===== src/rtl/ahb_pkg.sv =====
// Shared AHB-Lite constants and the default-slave state type used by the
// slave mux and its built-in error responder.
package ahb_pkg;

  localparam logic [1:0] HTRANS_IDLE   = 2'b00;
  localparam logic [1:0] HTRANS_BUSY   = 2'b01;
  localparam logic [1:0] HTRANS_NONSEQ = 2'b10;
  localparam logic [1:0] HTRANS_SEQ    = 2'b11;

  localparam logic HRESP_OKAY  = 1'b0;
  localparam logic HRESP_ERROR = 1'b1;

  typedef enum logic [1:0] {
    DS_IDLE = 2'b00,
    DS_ERR1 = 2'b01,
    DS_ERR2 = 2'b10
  } ds_state_t;

endpackage


===== src/rtl/ahb_default_slave.sv =====
// Default slave: answers unmapped active transfers with the two-cycle ERROR
// response (ERR1 stalls, ERR2 completes) and everything else with OKAY.
module ahb_default_slave
  import ahb_pkg::*;
(
  input  logic      hclk,
  input  logic      hreset,
  input  logic      hready,
  input  logic      i_err_req,
  output logic      o_hready,
  output logic      o_hresp,
  output ds_state_t o_state
);

  ds_state_t r_state;
  logic      r_hready;
  logic      r_hresp;

  // Outputs are registered alongside the state so they never glitch.
  always_ff @(posedge hclk) begin
    if (hreset) begin
      r_state  <= DS_IDLE;
      r_hready <= 1'b1;
      r_hresp  <= HRESP_OKAY;
    end else begin
      case (r_state)
        DS_IDLE: begin
          if (hready && i_err_req) begin
            r_state  <= DS_ERR1;
            r_hready <= 1'b0;
            r_hresp  <= HRESP_ERROR;
          end
        end
        DS_ERR1: begin
          r_state  <= DS_ERR2;
          r_hready <= 1'b1;
          r_hresp  <= HRESP_ERROR;
        end
        DS_ERR2: begin
          if (hready && i_err_req) begin
            r_state  <= DS_ERR1;
            r_hready <= 1'b0;
            r_hresp  <= HRESP_ERROR;
          end else begin
            r_state  <= DS_IDLE;
            r_hready <= 1'b1;
            r_hresp  <= HRESP_OKAY;
          end
        end
        default: begin
          r_state  <= DS_IDLE;
          r_hready <= 1'b1;
          r_hresp  <= HRESP_OKAY;
        end
      endcase
    end
  end

  assign o_hready = r_hready;
  assign o_hresp  = r_hresp;
  assign o_state  = r_state;

endmodule


===== src/rtl/ahb_slave_mux_n.sv =====
// AHB-Lite address decoder and response multiplexer for NUM_SLAVES slaves,
// with a built-in default slave covering unmapped regions.
module ahb_slave_mux_n
  import ahb_pkg::*;
#(
  parameter int NUM_SLAVES = 3,
  parameter int ADDR_W     = 32,
  parameter int DATA_W     = 32,
  parameter int SEL_W      = 4
) (
  input  logic                       hclk,
  input  logic                       hreset,
  input  logic [ADDR_W-1:0]          haddr,
  input  logic [1:0]                 htrans,
  input  logic [NUM_SLAVES-1:0]      hreadyout_s,
  input  logic [NUM_SLAVES-1:0]      hresp_s,
  input  logic [NUM_SLAVES*DATA_W-1:0] hrdata_s,
  output logic [NUM_SLAVES-1:0]      hsel,
  output logic                       hready,
  output logic                       hresp,
  output logic [DATA_W-1:0]          hrdata,
  output ds_state_t                  o_dbg_state,
  output logic                       o_dbg_dsel_def
);

  localparam logic [SEL_W:0] NUM_SLAVES_W = (SEL_W+1)'(NUM_SLAVES);

  logic [SEL_W-1:0] w_region;
  logic             w_mapped;
  logic             w_err_req;
  logic             w_ds_hready;
  logic             w_ds_hresp;
  logic             w_unused_bits;

  logic             r_dsel_def;
  logic [SEL_W-1:0] r_dsel_idx;

  assign w_region      = haddr[ADDR_W-1 -: SEL_W];
  assign w_mapped      = ({1'b0, w_region} < NUM_SLAVES_W);
  assign w_err_req     = !w_mapped && htrans[1];
  assign w_unused_bits = ^{haddr[ADDR_W-SEL_W-1:0], htrans[0]};

  // Address-phase decode is purely combinational and ignores htrans.
  always_comb begin
    hsel = '0;
    for (int i = 0; i < NUM_SLAVES; i++) begin
      hsel[i] = w_mapped && (w_region == i[SEL_W-1:0]);
    end
  end

  // Data-phase owner only advances when the current transfer completes.
  always_ff @(posedge hclk) begin
    if (hreset) begin
      r_dsel_def <= 1'b1;
      r_dsel_idx <= '0;
    end else if (hready) begin
      r_dsel_def <= !w_mapped;
      r_dsel_idx <= w_mapped ? w_region : '0;
    end
  end

  ahb_default_slave u_default (
    .hclk      (hclk),
    .hreset    (hreset),
    .hready    (hready),
    .i_err_req (w_err_req),
    .o_hready  (w_ds_hready),
    .o_hresp   (w_ds_hresp),
    .o_state   (o_dbg_state)
  );

  always_comb begin
    hrdata = '0;
    hready = w_ds_hready;
    hresp  = w_ds_hresp;
    if (!r_dsel_def) begin
      for (int i = 0; i < NUM_SLAVES; i++) begin
        if (r_dsel_idx == i[SEL_W-1:0]) begin
          hrdata = hrdata_s[i*DATA_W +: DATA_W];
          hready = hreadyout_s[i];
          hresp  = hresp_s[i];
        end
      end
    end
  end

  assign o_dbg_dsel_def = r_dsel_def;

endmodule

===== config.mk =====
export PLATFORM = sky130hd
export DESIGN_NAME = ahb_slave_mux_n
export DESIGN_NICKNAME = d
export VERILOG_FILES = /design/src/rtl/ahb_pkg.sv /design/src/rtl/ahb_default_slave.sv /design/src/rtl/ahb_slave_mux_n.sv
export SDC_FILE = /design/constraint.sdc
export NUM_CORES = 1
export LEC_CHECK = 0
export BUFFER_PORTS_ARGS = -buffer_cell sky130_fd_sc_hd__buf_4
export CAP_MARGIN = 30
export CORE_ASPECT_RATIO = 1.25
export CORE_MARGIN = 4
export CORE_UTILIZATION = 27
export CTS_CLUSTER_SIZE = 16
export DETAILED_ROUTE_END_ITERATION = 8
export HOLD_SLACK_MARGIN = 0.08
export PLACE_DENSITY = 0.82
export SLEW_MARGIN = 0
export SYNTH_ARGS = -nofsm -noshare
export SYNTH_HDL_FRONTEND = slang
export SYNTH_SLANG_ARGS = --single-unit
export TNS_END_PERCENT = 30

===== constraint.sdc =====
create_clock -name hclk -period 2.17 [get_ports hclk]
set_input_delay 0.434 -clock hclk [delete_from_list [all_inputs] [get_ports hclk]]
set_output_delay 0.434 -clock hclk [all_outputs]
set_load 0.02 [all_outputs]

Word level (Yosys, flattened, before mapping) --
Cells that the tools add are included.
Storage, ports and cells: bits of input ports 138, flip-flop bits (word level) 9
Operators by class: multiplexer cells 22, eq/ne operators 7, order comparisons 1, reductions and logical operators 9
Operators with widths (number):
- $mux W32 | 4
- $mux W1 | 13
- $eq A4 B1 Y1 const B | 2
- $eq A4 B2 Y1 const B | 2
- $logic_not A4 Y1 | 2
- $pmux W2 S3 | 1
- $logic_and A1 B1 Y1 | 5
- $lt A4 B2 Y1 const B | 1
- $mux W4 | 1
- $pmux W1 S3 | 1
- $eq A2 B1 Y1 const B | 1
- $eq A2 B2 Y1 const B | 1
- $logic_not A2 Y1 | 1
- $mux W2 | 1
- $ne A2 B1 Y1 const B | 1
- $pmux W1 S2 | 1
- $logic_not A1 Y1 | 1

Logic depth before layout (Yosys ltp) --
depth after elaboration 8, gate-level depth with buffers 6, depth with buffers taken out 5

Cells and area by module --
A second synthesis with hierarchy kept.
Unflattened totals: cell total of the unflattened synthesis 208, area, all modules 1272.5 µm²
Modules (own cells, without submodules):
- ahb_slave_mux_n | sequential area each 100.1 µm², cells each 195, times used 1, area each 1142.3 µm²
- ahb_default_slave | sequential area each 80.1 µm², cells each 13, times used 1, area each 130.1 µm²

Worst setup path after synthesis --
No wires, ideal clock.
kind reg2out, from register r_dsel_idx[3], to output hrdata[10], data arrival time 1447 ps, data required time 1736 ps, stages on the path, launching flop included 7, buffers on the path 2, slack 289 ps, cells stage by stage dfxtp_1 -> nor3_2 -> and2_1 -> clkbuf_1 -> buf_2 -> a222oi_1 -> nor2_1
Between the ends: cells in the longest elaborated chain, start to end 5, elaborated cells between the ends (all ways) 7
Ends and longest elaborated chain:
- start, declared | line ahb_slave_mux_n.sv:36 | logic [SEL_W-1:0] r_dsel_idx;
- start signal, assigned | line ahb_slave_mux_n.sv:58 | r_dsel_idx <= w_mapped ? w_region : '0;
- $logic_not A4 Y1 | line ahb_slave_mux_n.sv:78 | if (r_dsel_idx == i[SEL_W-1:0]) begin
- $mux W32 (2 in a row) | line ahb_slave_mux_n.sv:78
- $mux W32 * | line ahb_slave_mux_n.sv:78
- $mux W32 * | line ahb_slave_mux_n.sv:76 | if (!r_dsel_def) begin
- end, declared | line ahb_slave_mux_n.sv:21 | output logic [DATA_W-1:0] hrdata,
Mark *: on every way between the ends. The rest lies on a longest branch, timed or not.

Worst setup path after layout --
from register r_dsel_idx[0], to output hrdata[15]
Same word-level chain as after synthesis.

==> flow_summary.ini <==
[pwr]
power_leakage_nw = 1.12
cellInternalPower_w = 0.000536
ir_drop_mv = 0.461
power.density_cell_area_nw_per_um2 = 339
clock_power_share_pct = 25.3
net-switching-power_w = 0.000239
combinationalPowerShare_pct = 50.9
share_seq_of_total_power_pct = 23.8
switching_share_of_power_pct = 30.8

[clocking]
ctsHtreeMaxLevel = 1
clock_sinks = 9
clock_insertion_delay_worst_skew_ns = 0.23
clock_tree.buffer_depth = 2
clk_pin_slew_worst_paths_ns = 0.04
clock_tree.root_cell = clkbuf_8
cts_made_buffers = 3
tritoncts = done
cts_post_setup_buffers_inserted = 0

[placed_design]
gp_congestion = 0.837
dp_worst_setup_slack_ns = 0.215
dp.final_hpwl_um = 4210
place.port_buffers = 148

[logic_synthesis]
syn_avg_cell_area_um2 = 7.64
synthesis.instances = 135
synth.mux.area_fraction_pct = 1.94
synth.cell_area_um2 = 1030
ys_seq_area_share_pct = 17.5
yosys.area_share.simple_pct = 31.7
synth.lib_cells_used.distinct = 33
fraction_of_the_mapped_netlist_area_in_compound_gates_pct = 41.7
syn-num-nets = 273
yosys_most_used_dff = dfxtp_1
synth.ff_latch_count = 9
post_synth_fa_ha_maj_area_fraction_pct = 0
number_of_flops_mapped_to_enable_cells_by_yosys = 0
synth_top_family_by_area = compound AO/OA/AOI/OAI gates
ys_async_sr_fraction_pct = 0
synth_xor_xnor_area_share_pct = 0
synthesis.yosys.warnings = 0

[final_layout]
layout-drive-gt1-share_pct = 63.0
top_library_cells_by_usage_in_the_layout_fill_and_taps_aside = buf_4, nor2_1, a222oi_1
post-route-util_pct = 64.0
synthesis_to_finish_area_growth_pct = 122
layout.cells.most_common = buf_4
finish.net_count = 420
n_antenna_cell = 0

[timing]
clock_skew_ns = 0.00190
rsz0062_at_grt = true
finalWorstSetupSlack_ns = 0.0840
timing.final.hold_violations = 0
slew_violations = 0
worst-slew-pin-transition_ns = 0.431
max_freq_mhz = 479
min_period_over_period_pct = 96.1
finalSetupViolations = 0
fin_setup_tns_ns = 0
period_needed_ns = 2.09
slew_headroom_pct = 71.1

[worst_hold_path]
path_category_of_the_worst_min_delay_check = primary input to register
worst_hold_startpoint = hreset

[setup_path]
r2r-start = r_dsel_idx[0]
crit_path_max_fanout = 16
timing.critical_path.from_type = register
critPathArrivalTime_ns = 1.65
timing.setup.critical_path_class = register to output pin
worst-endpoint-required_ns = 1.74
endpoint_kind = output pin
critPathLaunch = r_dsel_idx[0]

[routing]
routed_wl_um = 5350
routed-via-count = 1805
remaining_drc_errors = 0
avgRoutedWirePerCell_um = 16.7
drt-vias-per-instance = 5.64
dr.first_iter.drc_count = 257
dr.pass1.iters = 7
drtAntennaViolNets = 0

[floorplanning]
die-height_um = 77.1
row_count = 24
floorplan.io_pins = 178
start_util_pct = 28.9
fp.dieW_um = 63.3
core_area_um2 = 3570
area_enclosed_by_the_die_boundary_um2 = 4880

[global_routing]
grt_antenna_before_repair = 0
overall_global_routing_resource_usage_pct = 20.1
grt-ovfl-total = 0
grt_pass1_wl_um = 8210
grt_pass1_vias = 1694
grt_max_degree = 33

[flow_run]
maxCapViolCount = 0

[status]
run_status = completed
==> layer usage <==
| layer | wire length (um) | part of all wire, % | up-vias | GRT usage [%] |
|---|---|---|---|---|
| met3 | 738 | 14 | 8 | 7.16 |
| met2 | 2660 | 50 | 119 | 33.8 |
| li1 | - | - | 860 | - |
| met4 | 76 | 1.4 | 0 | 6.05 |
| met5 | 0 | 0 | - | 0 |
| met1 | 1880 | 35 | 818 | 23.7 |
==> final cells by class <==
type,instances,area (um2)
Clock buffer,4,45.0
Fill cell,323,1280
Inverter,1,3.75
Multi-Input combinational cell,109,790
Sequential cell,9,193
Tap cell,39,48.8
Timing Repair Buffer,158,1210
==> worst paths after layout <==
| path | end | slack [ns] | cells past startpoint |
|---|---|---|---|
| worst max-delay path | hrdata[15] | 0.08 | 6 |
| worst min-delay path | r_dsel_idx[3] | 0.44 | 2 |
| worst max register to register | u_default.o_hresp | 0.66 | 6 |
| worst min register to register | u_default.o_state[1] | 0.49 | 1 |
==> state kept, by name, indices dropped and copies added (netlist names) <==
name and count:
o_dbg_dsel_def 1, u_default.o_hresp 1, u_default.o_hready 1, r_dsel_idx 4, u_default.o_state 2
==> cell usage after synthesis (2+ instances only) <==
cell | count | area, um2
mux2i_1 | 2 | 20.0
a211oi_1 | 2 | 15.0
and2_1 | 2 | 12.5
nor2b_1 | 2 | 12.5
nand3_1 | 2 | 10.0
nor3b_2 | 2 | 25.0
clkbuf_1 | 8 | 30.0
buf_2 | 8 | 40.0
nor2_1 | 34 | 128
a21oi_1 | 2 | 10.0
nand2_1 | 5 | 18.8
a222oi_1 | 32 | 320
nor4b_1 | 3 | 26.3
dfxtp_1 | 9 | 180
o21ai_1 | 4 | 20.0
==> per-stage QoR <==
step / hold slack (ns) / instances / total power (W) / area [um2]
global placement: 0.472 / 314 / 0.000578 / 2200
detailed placement: 0.474 / 314 / 0.000582 / 2200
global route: 0.460 / 320 / 0.000818 / 2290
CTS: 0.429 / 318 / 0.000783 / 2250
finish: 0.436 / 320 / 0.000775 / 2290
floorplan: 0.474 / 135 / 0.000355 / 1030
==> cells by family (layout without fill, tap and decap cells) <==
group,count (synthesis),in the layout
buffers and inverters,17,163
AOI/OAI and AO/OA,47,47
DFF,9,9
muxes,2,2
and+or+nand+nor,60,60
==> power by group through the flow <==
stage	Combinational [W]	Clock, W	Sequential [W]
after floorplan	0.000165	0	0.000190
after global placement	0.000387	0	0.000191
after detailed placement	0.000392	0	0.000191
after CTS	0.000393	0.000202	0.000188
after global routing	0.000425	0.000206	0.000186
final	0.000395	0.000197	0.000184
==> worst max-delay path, cell delays in order, from the launching register on <==
cell      delay [ns]
dfxtp_2         0.34
buf_4           0.16
nor4b_4         0.30
buf_6           0.22
a222oi_1        0.08
nor2_1          0.14
buf_4           0.16
==> what timing repair did <==
| action | 4_1_cts | 5_1_grt |
|---|---|---|
| endpoints found under the setup margin | 25 | 25 |
| pin swaps | 0 | 3 |
| gates cloned | 0 | 2 |
| resized for setup | 3 | 11 |
| hold buffers | 0 | 0 |
Note: power is estimated with default switching activity, not from simulation.
